File: src/rtl/ecl_lock_controller_pkg.sv
// Shared state encoding, digit constants and sizing helper for the combination lock controller.
package ecl_pkg;

  typedef enum logic [2:0] {
    IDLE    = 3'd0,
    ENTRY   = 3'd1,
    CHECK   = 3'd2,
    OPEN    = 3'd3,
    PROG    = 3'd4,
    LOCKOUT = 3'd5
  } state_t;

  localparam logic DIGIT_0 = 1'b0;
  localparam logic DIGIT_1 = 1'b1;

  // One timer serves every timed state, so size it for the longest interval.
  function automatic int timerWidth(input int unlockCyc, input int lockoutCyc, input int idleToCyc);
    int m;
    int w;
    m = unlockCyc;
    if (lockoutCyc > m) m = lockoutCyc;
    if (idleToCyc > m) m = idleToCyc;
    w = $clog2(m);
    return (w < 1) ? 1 : w;
  endfunction

endpackage

File: src/rtl/ecl_lock_controller_if.sv
// Button strobes in, actuator and status LEDs out, for the combination lock controller.
interface ecl_lock_controller_if;

  logic       but_0;
  logic       but_1;
  logic       prog_req;
  logic       UNLOCK;
  logic       LOCKED_OUT;
  logic       PROG_MODE;
  logic [3:0] FAIL_CNT;

  modport master (
    output but_0, but_1, prog_req,
    input  UNLOCK, LOCKED_OUT, PROG_MODE, FAIL_CNT
  );

  modport slave (
    input  but_0, but_1, prog_req,
    output UNLOCK, LOCKED_OUT, PROG_MODE, FAIL_CNT
  );

endinterface

File: src/rtl/ecl_lock_controller_digit_shifter.sv
// Entry shift register and digit counter, shared by normal code entry and reprogramming.
module ecl_digit_shifter #(
  parameter int CODE_LEN = 5
) (
  input  logic                CLK,
  input  logic                RESET,
  input  logic                clear_i,
  input  logic                shift_i,
  input  logic                digit_i,
  output logic [CODE_LEN-1:0] entry_o,
  output logic [CODE_LEN-1:0] nextEntry_o,
  output logic                full_o
);

  localparam int CW = $clog2(CODE_LEN + 1);

  logic [CODE_LEN-1:0] entry_q;
  logic [CW-1:0]       count_q;

  // full_o flags that the next shift completes the code, so the controller can act on that same press.
  assign nextEntry_o = (entry_q << 1) | CODE_LEN'(digit_i);
  assign full_o      = (count_q == CW'(CODE_LEN - 1));
  assign entry_o     = entry_q;

  always_ff @(posedge CLK or negedge RESET) begin
    if (!RESET) begin
      entry_q <= '0;
      count_q <= '0;
    end else if (clear_i) begin
      entry_q <= '0;
      count_q <= '0;
    end else if (shift_i) begin
      entry_q <= nextEntry_o;
      count_q <= count_q + CW'(1);
    end
  end

endmodule

File: src/rtl/ecl_lock_controller.sv
// Combination lock sequencer: digit entry, code check, timed unlock/lockout and reprogramming.
module ecl_lock_controller
  import ecl_pkg::*;
#(
  parameter int                  CODE_LEN     = 5,
  parameter logic [CODE_LEN-1:0] DEFAULT_CODE = 5'b01011,
  parameter int                  MAX_FAIL     = 3,
  parameter int                  UNLOCK_CYC   = 500,
  parameter int                  LOCKOUT_CYC  = 1000,
  parameter int                  IDLE_TO_CYC  = 200
) (
  input logic CLK,
  input logic RESET,
  ecl_lock_controller_if.slave bus
);

  localparam int TW = timerWidth(UNLOCK_CYC, LOCKOUT_CYC, IDLE_TO_CYC);

  state_t              state_q, state_d;
  logic [TW-1:0]       timer_q, timer_d;
  logic [3:0]          failCnt_q, failCnt_d;
  logic [CODE_LEN-1:0] code_q;
  logic                press, digit, clear, shift, loadCode, full, pressRestart;
  logic [CODE_LEN-1:0] entry, nextEntry;

  assign press = bus.but_0 ^ bus.but_1;
  assign digit = bus.but_1 ? DIGIT_1 : DIGIT_0;

  ecl_digit_shifter #(.CODE_LEN(CODE_LEN)) u_shifter (
    .CLK         (CLK),
    .RESET       (RESET),
    .clear_i     (clear),
    .shift_i     (shift),
    .digit_i     (digit),
    .entry_o     (entry),
    .nextEntry_o (nextEntry),
    .full_o      (full)
  );

  always_ff @(posedge CLK or negedge RESET) begin
    if (!RESET) begin
      state_q <= IDLE;
    end else begin
      state_q <= state_d;
    end
  end

  always_ff @(posedge CLK or negedge RESET) begin
    if (!RESET) begin
      timer_q   <= '0;
      failCnt_q <= '0;
      code_q    <= DEFAULT_CODE;
    end else begin
      timer_q   <= timer_d;
      failCnt_q <= failCnt_d;
      if (loadCode) code_q <= nextEntry;
    end
  end

  always_comb begin
    state_d      = state_q;
    failCnt_d    = failCnt_q;
    shift        = 1'b0;
    loadCode     = 1'b0;
    pressRestart = 1'b0;
    case (state_q)
      IDLE: begin
        if (press) begin
          shift   = 1'b1;
          state_d = full ? CHECK : ENTRY;
        end
      end
      ENTRY: begin
        if (press) begin
          shift        = 1'b1;
          pressRestart = 1'b1;
          if (full) state_d = CHECK;
        end else if (timer_q == TW'(IDLE_TO_CYC - 1)) begin
          state_d = IDLE;
        end
      end
      CHECK: begin
        if (entry == code_q) begin
          state_d   = OPEN;
          failCnt_d = '0;
        end else begin
          failCnt_d = (failCnt_q < 4'(MAX_FAIL)) ? failCnt_q + 4'd1 : 4'(MAX_FAIL);
          state_d   = (failCnt_d == 4'(MAX_FAIL)) ? LOCKOUT : IDLE;
        end
      end
      OPEN: begin
        if (bus.prog_req) begin
          state_d = PROG;
        end else if (timer_q == TW'(UNLOCK_CYC - 1)) begin
          state_d = IDLE;
        end
      end
      PROG: begin
        if (press) begin
          shift        = 1'b1;
          pressRestart = 1'b1;
          if (full) begin
            loadCode = 1'b1;
            state_d  = IDLE;
          end
        end else if (timer_q == TW'(IDLE_TO_CYC - 1)) begin
          state_d = IDLE;
        end
      end
      LOCKOUT: begin
        if (timer_q == TW'(LOCKOUT_CYC - 1)) begin
          state_d   = IDLE;
          failCnt_d = '0;
        end
      end
      default: state_d = IDLE;
    endcase
  end

  // Entering PROG must also wipe the shifter, since a successful check leaves the old entry in it.
  always_comb begin
    clear   = (state_d != state_q) && ((state_d == IDLE) || (state_d == PROG));
    timer_d = ((state_d != state_q) || pressRestart) ? '0 : timer_q + TW'(1);
  end

  always_comb begin
    bus.UNLOCK     = (state_q == OPEN);
    bus.LOCKED_OUT = (state_q == LOCKOUT);
    bus.PROG_MODE  = (state_q == PROG);
    bus.FAIL_CNT   = failCnt_q;
  end

endmodule

File: src/flat_wrapper.sv
// flat-port wrapper written by rule: the top's interface ports become plain ports
module ecl_lock_controller_flat import ecl_pkg::*;
#(
  parameter int                  CODE_LEN     = 5,
  parameter logic [CODE_LEN-1:0] DEFAULT_CODE = 5'b01011,
  parameter int                  MAX_FAIL     = 3,
  parameter int                  UNLOCK_CYC   = 500,
  parameter int                  LOCKOUT_CYC  = 1000,
  parameter int                  IDLE_TO_CYC  = 200
)
  (CLK, RESET, bus_but_0, bus_but_1, bus_prog_req, bus_UNLOCK, bus_LOCKED_OUT, bus_PROG_MODE, bus_FAIL_CNT);
  ecl_lock_controller_if bus_i ();
  input logic CLK;
  input logic RESET;
  input wire logic [$bits(bus_i.but_0)-1:0] bus_but_0;
  input wire logic [$bits(bus_i.but_1)-1:0] bus_but_1;
  input wire logic [$bits(bus_i.prog_req)-1:0] bus_prog_req;
  output wire logic [$bits(bus_i.UNLOCK)-1:0] bus_UNLOCK;
  output wire logic [$bits(bus_i.LOCKED_OUT)-1:0] bus_LOCKED_OUT;
  output wire logic [$bits(bus_i.PROG_MODE)-1:0] bus_PROG_MODE;
  output wire logic [$bits(bus_i.FAIL_CNT)-1:0] bus_FAIL_CNT;
  assign bus_i.but_0 = bus_but_0;
  assign bus_i.but_1 = bus_but_1;
  assign bus_i.prog_req = bus_prog_req;
  assign bus_UNLOCK = bus_i.UNLOCK;
  assign bus_LOCKED_OUT = bus_i.LOCKED_OUT;
  assign bus_PROG_MODE = bus_i.PROG_MODE;
  assign bus_FAIL_CNT = bus_i.FAIL_CNT;
  ecl_lock_controller #(.CODE_LEN(CODE_LEN), .DEFAULT_CODE(DEFAULT_CODE), .MAX_FAIL(MAX_FAIL), .UNLOCK_CYC(UNLOCK_CYC), .LOCKOUT_CYC(LOCKOUT_CYC), .IDLE_TO_CYC(IDLE_TO_CYC)) u_core (.CLK(CLK), .RESET(RESET), .bus(bus_i));
endmodule
File: config.mk
export PLATFORM = sky130hd
export DESIGN_NAME = ecl_lock_controller_flat
export DESIGN_NICKNAME = d
export VERILOG_FILES = /design/src/rtl/ecl_lock_controller_pkg.sv /design/src/rtl/ecl_lock_controller_if.sv /design/src/rtl/ecl_lock_controller_digit_shifter.sv /design/src/rtl/ecl_lock_controller.sv /design/src/flat_wrapper.sv
export SDC_FILE = /design/constraint.sdc
export NUM_CORES = 1
export LEC_CHECK = 0
export BUFFER_PORTS_ARGS = -buffer_cell sky130_fd_sc_hd__buf_2
export CAP_MARGIN = 30
export CORE_ASPECT_RATIO = 2
export CORE_MARGIN = 3
export CORE_UTILIZATION = 64
export DETAILED_ROUTE_END_ITERATION = 7
export GPL_ROUTABILITY_DRIVEN = 0
export PLACE_DENSITY = 0.87
export SYNTH_ARGS = -nofsm -noshare
export SYNTH_HDL_FRONTEND = slang
export SYNTH_HIERARCHICAL = 1
export SYNTH_SLANG_ARGS = --single-unit
File: constraint.sdc
create_clock -name CLK -period 5.34 [get_ports CLK]
set_clock_uncertainty 0.15 [all_clocks]
set_input_delay 0 -clock CLK [delete_from_list [all_inputs] [get_ports CLK]]
set_output_delay 0 -clock CLK [all_outputs]
set_load 0.02 [all_outputs]
==> qor_table.md, run 1 <==
| Parameter | Value |
|:---|:---|
| Run status | complete, no violations |
| Number of global-route vias before repair | 1377 |
| Simple-gate portion of the synthesized area | 18.2% |
| DRT Wirelength | 3.40 mm |
| Synth Area in Compound Gates | 12.0% |
| TritonCTS clock tree | yes |
| Pleak | 0.881 nW |
| Most common library cell in the layout ignoring fill and taps | dfrtp_1 |
| Multi-input gate area in the final layout | 843 sq um |
| Number of CTS-inserted buffers | 5 |
| Total power per unit cell area | 513 nW/um^2 |
| Post-detailed-route via-to-cell ratio | 6.27 |
| Total of flip-flops plus latches after synthesis | 30 |
| Diodes inserted | 0 |
| Depth of the CTS H-tree | 2 |
| Largest stage delay on the critical path | 0.74 ns |
| Flip-flop and latch area | 754 sq um |
| Average instance area after synthesis | 10.5 sq um |
| Total design power | 0.000941 W |
| WL/cell | 16.7 microns |
| Setup tns final | 0 ns |
| Total gr overflow | 0 |
| Syn Inst Count | 163 |
| Arrival time of the worst setup path | 2.74 ns |
| Share of flip-flops with an asynchronous set or reset after synthesis | 100% |
| Number of nets in the final layout | 183 |
| Crit path kind | reg -> reg |
| Global-route usage over all layers | 24.5% |
| Setup-failing EPs final | 0 |
| Worst flop-to-flop path endpoint | u_core/u_shifter/entry_o[2] |
| Largest family of logic cells by synthesized area | simple AND/OR/NAND/NOR gates |
| Number of enable flip-flop cells after synthesis | 0 |
| Fraction of the yosys area taken by sequential cells | 44.0% |
| Fraction of layout instances using a drive strength above 1 | 21.1% |
| Number of clock sinks seen by CTS | 30 |
| Antenna violations before repair | 0 |
| Post-route clock period utilization | 51.6% |
| Pre-Repair DR Iteration Count | 4 |
| Overall die height | 79.2 microns |
| Placeable core region | 2570 sq um |
| Post-route worst setup slack | 2.58 ns |
| Global-route wire length before repair | 6.15 mm |
| Floorplan die width | 42.6 microns |
| Critical path capture point type | flop |
| Post-detailed-route DRC marker count | 0 |
| Starting Density | 66.7% |
| Signed area change from the synthesized netlist to the final layout | 7.00% |
| Cell mode on critical path | nor3_1 |
| Ordered cell list for the critical path | ha_1, nor3_1, o21ai_0, a21oi_1, o31a_1, nand2_1, nor3_1, nor2_1 |
| DP Wirelength | 2.45 mm |
| Number of standard cells in the layout, taps in and fillers out | 203 |
| Number of distinct library cells after synthesis | 40 |
| Synth Area in Adders | 2.92% |
| Yosys warns | 6 |
| Final Util | 71.4% |
| Root buffer cell | clkbuf_8 |
| Leading register cell type out of synthesis | dfrtp_1 |
| Count of buffers inserted at the top-level ports | 11 |
| Maximum number of pins on one net before global-route repair | 31 |
| RSZ-0062 raised after global routing | false |
| Classification of the worst-slack hold path | in -> async |
| Final Hold Vio Count | 0 |
| Mapped cell area | 1720 sq um |
| Number of vias after detailed routing | 1273 |
| Site Rows | 26 |
| Crit-path slowest cell | nor3_1 |
| Clock Path Buffers | 2 |
| Minimum clock period after layout | 2.76 ns |
| Area share of xor/xnor cells in the synthesized design | 8.68% |
| Filler Cell Count | 198 |
| Critical path data required time | 5.32 ns |
| R2R Setup Slk | 2.58 ns |
| VDD IR-drop max | 287 uV |
| Reg2reg start | u_core/bus.FAIL_CNT[0] |
| Placed Cells incl. Taps | 192 |
| Max-slew headroom at the worst pin | 40.0% |
| DIE AREA | 3380 sq um |
| Leading cell types in the layout, fill and taps excluded | dfrtp_1 (27), nor2_1 (22), nand2_1 (12) |
| Syn_nets | 172 |
| Post-CTS clock slew at the launch and capture registers of the worst setup and hold paths | 0.06 ns |
| Pin slew with the least headroom to its limit | 0.893 ns |
| Max Cap Violations | 0 |
| Final Max Tran Viols | 0 |
| Maximum clock frequency | 363 MHz |
| Initial drt markers | 78 |
| Post-Place Worst Slack | 2.57 ns |
| Routed Antenna Nets | 0 |
| Clk Latency, worst-skew pair | 0.29 ns |
| Mux contribution to synthesized area | 7.44% |
| Maximum fanout encountered on the critical timing path | 8 |
| Critical path launch point type | flop |
| Ports placed on the boundary | 12 |
| Reg2reg path depth | 8 |
-- worst max path at each step --
| stage | slack, ns | to | cells after the start | from |
|---|---|---|---|---|
| final | 2.58 | u_core/u_shifter/entry_o[2] | 8 | u_core/bus.FAIL_CNT[0] |
| after global routing | 2.27 | u_core/u_shifter/entry_o[3] | 8 | u_core/bus.FAIL_CNT[0] |
| after CTS | 2.58 | u_core/u_shifter/entry_o[3] | 8 | u_core/timer_q[0] |
| after detailed placement | 2.57 | u_core/u_shifter/entry_o[3] | 8 | u_core/timer_q[0] |
| after global placement | 2.76 | u_core/u_shifter/entry_o[2] | 8 | u_core/timer_q[0] |
| after floorplan | 3.11 | u_core/u_shifter/count_q[0] | 9 | u_core/bus.FAIL_CNT[0] |
-- cell usage after synthesis (all sizes together) (3+ instances only) --
cell	number	area, sq um
clkbuf	3	31.3
mux2i	6	60.1
a311oi	3	38.8
and3	3	20.0
a21oi	3	18.8
buf	7	60.1
nand3	4	20.0
nor2	22	82.6
nand2	12	45.0
inv	7	26.3
mux2	6	67.6
dfstp	3	78.8
dfrtp	27	676
xor2	11	96.3
nand3b	3	22.5
xnor2	6	52.6
ha	4	50.1
and2	4	26.3
nor3	6	30.0
a31oi	5	46.3
-- through the flow --
| stage | hold slack, ns | instance area, sq um |
|---|---|---|
| after floorplan | -0.446 | 1720 |
| after CTS | 0.143 | 1840 |
| after detailed placement | -0.0853 | 1710 |
| final | 0.142 | 1840 |
| after global routing | 0.187 | 1840 |
| after global placement | -0.107 | 1710 |
-- power by group --
part           leakage (nW)  internal [W]  switching (W)
combinational         0.438      0.000157       0.000237
sequential            0.395      0.000285      0.0000733
clock                0.0482      0.000104      0.0000851
total                 0.881      0.000545       0.000396
-- logic make-up (layout without fill, tap and decap cells) --
| family | Yosys count | in the layout |
|---|---|---|
| flops | 30 | 30 |
| mux | 12 | 12 |
| fa+ha+maj | 4 | 4 |
| compound gates | 21 | 21 |
| xor+xnor | 17 | 17 |
| simple gates | 62 | 62 |
| buf+inv | 17 | 29 |
-- registers in the layout (all words and copies together), names as in the netlist --
name                      cells
u_core/u_shifter/count_q      3
u_core/bus.FAIL_CNT           4
u_core/code_q                 5
u_core/state_q                3
u_core/u_shifter/entry_o      5
u_core/timer_q               10
-- repair_timing --
item | CTS | global route
hold buffers | 3 | 0
gates resized for setup | 0 | 0
buffers inserted | 0 | 0
endpoints found under the hold margin | 33 | 0
-- worst max-delay path: cells and delay by family (launching register included) --
family                     cells  cell delay (ns)
and+or+nand+nor                4             1.13
AOI/OAI and AO/OA              3             0.67
DFF                            1             0.42
adders and majority gates      1             0.23
-- metal layers --
layer	share of wire, %	vias to the layer above	global-route usage, %
met4	2.9	0	15.0
met1	38	638	26.3
met3	3.9	8	5.67
met2	55	36	42.2
li1	-	591	-
met5	0	-	0
-- final cells by class --
| type | count | share of cell area, % |
|---|---|---|
| well taps | 28 | 1.91 |
| clock buffers | 7 | 4.70 |
| inverters | 7 | 1.43 |
| clock inverters | 1 | 0.273 |
| repair buffers | 14 | 4.64 |
| flip-flops and latches | 30 | 41.1 |
| multi-input cells | 116 | 45.9 |
(Power assumes the default switching activity.)
==> inputs of run 2 (changes only) <==
--- a/config.mk
+++ b/config.mk
@@ -5,14 +5,15 @@
 export SDC_FILE = /design/constraint.sdc
 export NUM_CORES = 1
 export LEC_CHECK = 0
+export ABC_AREA = 1
 export BUFFER_PORTS_ARGS = -buffer_cell sky130_fd_sc_hd__buf_2
 export CAP_MARGIN = 30
 export CORE_ASPECT_RATIO = 2
 export CORE_MARGIN = 3
-export CORE_UTILIZATION = 64
+export CORE_UTILIZATION = 60
 export DETAILED_ROUTE_END_ITERATION = 7
 export GPL_ROUTABILITY_DRIVEN = 0
-export PLACE_DENSITY = 0.87
+export PLACE_DENSITY = 0.82
 export SYNTH_ARGS = -nofsm -noshare
 export SYNTH_HDL_FRONTEND = slang
 export SYNTH_HIERARCHICAL = 1
==> constraint.sdc (replaced) <==
create_clock -name CLK -period 2.7 [get_ports CLK]
set_clock_uncertainty 0.15 [all_clocks]
set_input_delay 0 -clock CLK [delete_from_list [all_inputs] [get_ports CLK]]
set_output_delay 0 -clock CLK [all_outputs]
set_load 0.02 [all_outputs]
==> qor_table.md, run 2 <==
| Parameter | Value | Delta |
|:---|:---|:---|
| Pin slew with the least headroom to its limit | 0.646 ns | -0.246 ns |
| Number of distinct library cells after synthesis | 31 | -23% |
| Fraction of layout instances using a drive strength above 1 | 17.4% | -3.8 points |
| Number of nets in the final layout | 267 | +46% |
| Most common library cell in the layout ignoring fill and taps | nand2_1 |  |
| Starting Density | 64.3% | -2.5 points |
| Post-cts resize count | 0 | unchanged |
| Pleak | 1.06 nW | +20% |
| Critical path launch point type | flop |  |
| Arrival time of the worst setup path | 2.43 ns | -0.31 ns |
| Worst Hold Margin | 0.128 ns | -0.0140 ns |
| Routed Antenna Nets | 0 | unchanged |
| Mapped cell area | 1820 sq um | +6.3% |
| Number of vias after detailed routing | 1551 | +22% |
| Cts hold-fix bufs | 3 | unchanged |
| Crit-path slowest cell | dfrtp_1 |  |
| Post-Place Worst Slack | 0.301 ns | -2.27 ns |
| Max-slew headroom at the worst pin | 56.9% | +17 points |
| Post-detailed-route DRC marker count | 0 | unchanged |
| Post-route clock period utilization | 89.1% | +37 points |
| Placeable core region | 2840 sq um | +10% |
| Ordered cell list for the critical path | ha_1, nand2_1, nor2_1, nand3_1, nand2_1, nand2_1, nor2_2, nand3_1, or2_0, a21oi_1, inv_4, nand3_1, o21ai_2 |  |
| Leading register cell type out of synthesis | dfrtp_1 |  |
| DIE AREA | 3780 sq um | +12% |
| Root buffer cell | clkbuf_8 |  |
| Post-route worst setup slack | 0.295 ns | -2.29 ns |
| Maximum clock frequency | 416 MHz | +15% |
| Maximum number of pins on one net before global-route repair | 31 | unchanged |
| Final Max Tran Viols | 0 | unchanged |
| Signed area change from the synthesized netlist to the final layout | 8.99% |  |
| Setup-failing EPs final | 0 | unchanged |
| Diodes inserted | 0 | unchanged |
| Clk Latency, worst-skew pair | 0.28 ns | about the same |
| Syn_nets | 252 | +47% |
| Count of buffers inserted at the top-level ports | 11 | unchanged |
| Total gr overflow | 0 | unchanged |
| Share of power burned in combinational logic | 4.0% | -38 points |
| Leading cell types in the layout, fill and taps excluded | nand2_1 (59), nor2_1 (44), inv_1 (30) |  |
| Top cell type's share of synthesized area | 37.0% | -2.4 points |
| Most frequently used cell type in the post-synthesis netlist | nand2_1 |  |
| Number of global-route vias before repair | 1481 | +7.6% |
| Floorplan die width | 45.0 microns | +5.6% |
| Critical path data required time | 2.72 ns | -2.60 ns |
| Number of CTS-inserted buffers | 5 | unchanged |
| Number of enable flip-flop cells after synthesis | 0 | unchanged |
| Global-route wire length before repair | 6.07 mm | -1.3% |
| Average instance area after synthesis | 7.51 sq um | -29% |
| Total power per unit cell area | 435 nW/um^2 | -15% |
| Run status | complete, no violations |  |
| Setup Fix Bufs, Post-CTS | 0 | unchanged |
| Syn Inst Count | 243 | +49% |
| Part of the power in registers | 53.0% | +15 points |
| VDD IR-drop max | 370 uV | +29% |
| Yosys warns | 6 | unchanged |
| Internal Power | 0.000671 W | +23% |
| Largest stage delay on the critical path | 0.37 ns | -0.37 ns |
| Depth of the CTS H-tree | 2 | unchanged |
| Pre-Repair DR Iteration Count | 4 | unchanged |
| Post-CTS clock slew at the launch and capture registers of the worst setup and hold paths | 0.06 ns | about the same |
| Critical path capture point type | flop |  |
| Setup tns final | 0 ns | unchanged |
| DP Wirelength | 2.89 mm | +18% |
| Clock Path Buffers | 2 | unchanged |
| Sw Share | 22.4% | -20 points |
| Antenna violations before repair | 0 | unchanged |
| Total net switching power | 0.000194 W | -51% |
| Minimum clock period after layout | 2.41 ns | -0.351 ns |
| Total of flip-flops plus latches after synthesis | 30 | unchanged |
| Crit path kind | reg -> reg |  |
| Family of cells with the greatest summed delay on the critical path | simple AND/OR/NAND/NOR gates |  |
| Cells taking the most area after synthesis | dfrtp_1 (37%), nand2_1 (12%), nor2_1 (9.1%) |  |
| Ports placed on the boundary | 12 | unchanged |
| Maximum fanout encountered on the critical timing path | 9 | +1 |
| Max Cap Violations | 0 | unchanged |
| DRT Wirelength | 3.63 mm | +6.7% |
| Total design power | 0.000865 W | -8.1% |
| Site Rows | 27 | +3.8% |
| Final Hold Vio Count | 0 | unchanged |
| TritonCTS clock tree | yes |  |
| Share of flip-flops with an asynchronous set or reset after synthesis | 100% | unchanged |
| Initial drt markers | 20 | -74% |
| Global-route usage over all layers | 21.7% | -2.9 points |
| Number of flip-flops under the largest register name | 10 | unchanged |
| Post-detailed-route via-to-cell ratio | 5.39 | -14% |
| Top cell type by total area after synthesis | dfrtp_1 |  |
| RSZ-0062 raised after global routing | false |  |
| WL/cell | 12.6 microns | -25% |
| Proportion of power drawn by the clock network | 43.0% | +23 points |
| Classification of the worst-slack hold path | in -> async |  |
| Register name with the most flops | u_core/timer_q |  |
| Fraction of the yosys area taken by sequential cells | 41.4% | -2.6 points |
| Overall die height | 84.0 microns | +6.0% |
| Buf/Inv on CP | 1 | +1 |
| Number of clock sinks seen by CTS | 30 | unchanged |
| Top cells by count, synth | nand2_1 (59), nor2_1 (44), inv_1 (30) |  |
## run 2: changes by cell type in the layout (fill, tap and decap cells not counted), sizes merged, moves of 5 or more
cell,delta
o21ai,+7
xor2,-7
nand2,+49
nor2,+29
a31oi,-5
mux2i,-6
nand3,+20
inv,+26
a21oi,+5
## run 2: layout make-up
| class | instances | area (sq um) |
|---|---|---|
| Multi-Input combinational cell | 173 | 883 |
| Fill cell | 261 | 850 |
| Sequential cell | 30 | 754 |
| Inverter | 33 | 126 |
| Timing Repair Buffer | 15 | 92.6 |
| Clock buffer | 6 | 82.6 |
| Tap cell | 29 | 36.3 |
| Clock inverter | 2 | 12.5 |
## run 2: power groups by stage
stage                     combinational, W  clock [W]  sequential (W)
after floorplan                  0.0000198          0        0.000466
after detailed placement         0.0000323          0        0.000467
after global routing             0.0000402   0.000401        0.000459
final                            0.0000348   0.000372        0.000459
after global placement           0.0000317          0        0.000467
after CTS                        0.0000357   0.000383        0.000459
## run 2: worst register-to-register path, stage by stage, from the launching register on
cell and delay, ns:
dfrtp_1 0.37, ha_1 0.25, nand2_1 0.07, nor2_1 0.13, nand3_1 0.11, nand2_1 0.08
nand2_1 0.06, nor2_2 0.11, nand3_1 0.11, or2_0 0.22, a21oi_1 0.35, inv_4 0.12
nand3_1 0.11, o21ai_2 0.05
## run 2: worst paths after layout
kind,to,cells past startpoint,from,slack (ns)
worst min register to register,u_core/timer_q[0],1,u_core/timer_q[0],0.31
worst max register to register,u_core/u_shifter/count_q[1],13,u_core/timer_q[0],0.29
min in group CLK,u_core/state_q[2],8,bus_but_0,0.21
worst max-delay path,u_core/u_shifter/count_q[1],13,u_core/timer_q[0],0.29
max in group asynchronous,u_core/bus.FAIL_CNT[0],2,RESET,1.85
worst min-delay path,u_core/timer_q[8],2,RESET,0.13
## run 2: logic make-up after synthesis
group / share of synthesized area, %
simple gates: 35.5
mux: 1.23
buf+inv: 10.2
compound gates: 5.62
xor+xnor: 3.36
flops: 41.4
fa+ha+maj: 2.74
## run 2: through the flow
stage / instance area, sq um / utilization, % / cells
finish: 1990 / 70.1 / 288
CTS: 1990 / 70.1 / 288
detailed placement: 1860 / 65.7 / 277
global placement: 1860 / 65.7 / 277
floorplan: 1820 / - / 243
global route: 1990 / 70.1 / 288
## run 2: metal layers
layer / track usage (%) / part of all wire (%) / up-vias
li1: - / - / 778
met1: 20.4 / 34 / 716
met2: 38.1 / 58 / 40
met3: 5.40 / 3.4 / 17
met4: 13.6 / 4.8 / 0
met5: 0 / 0 / -
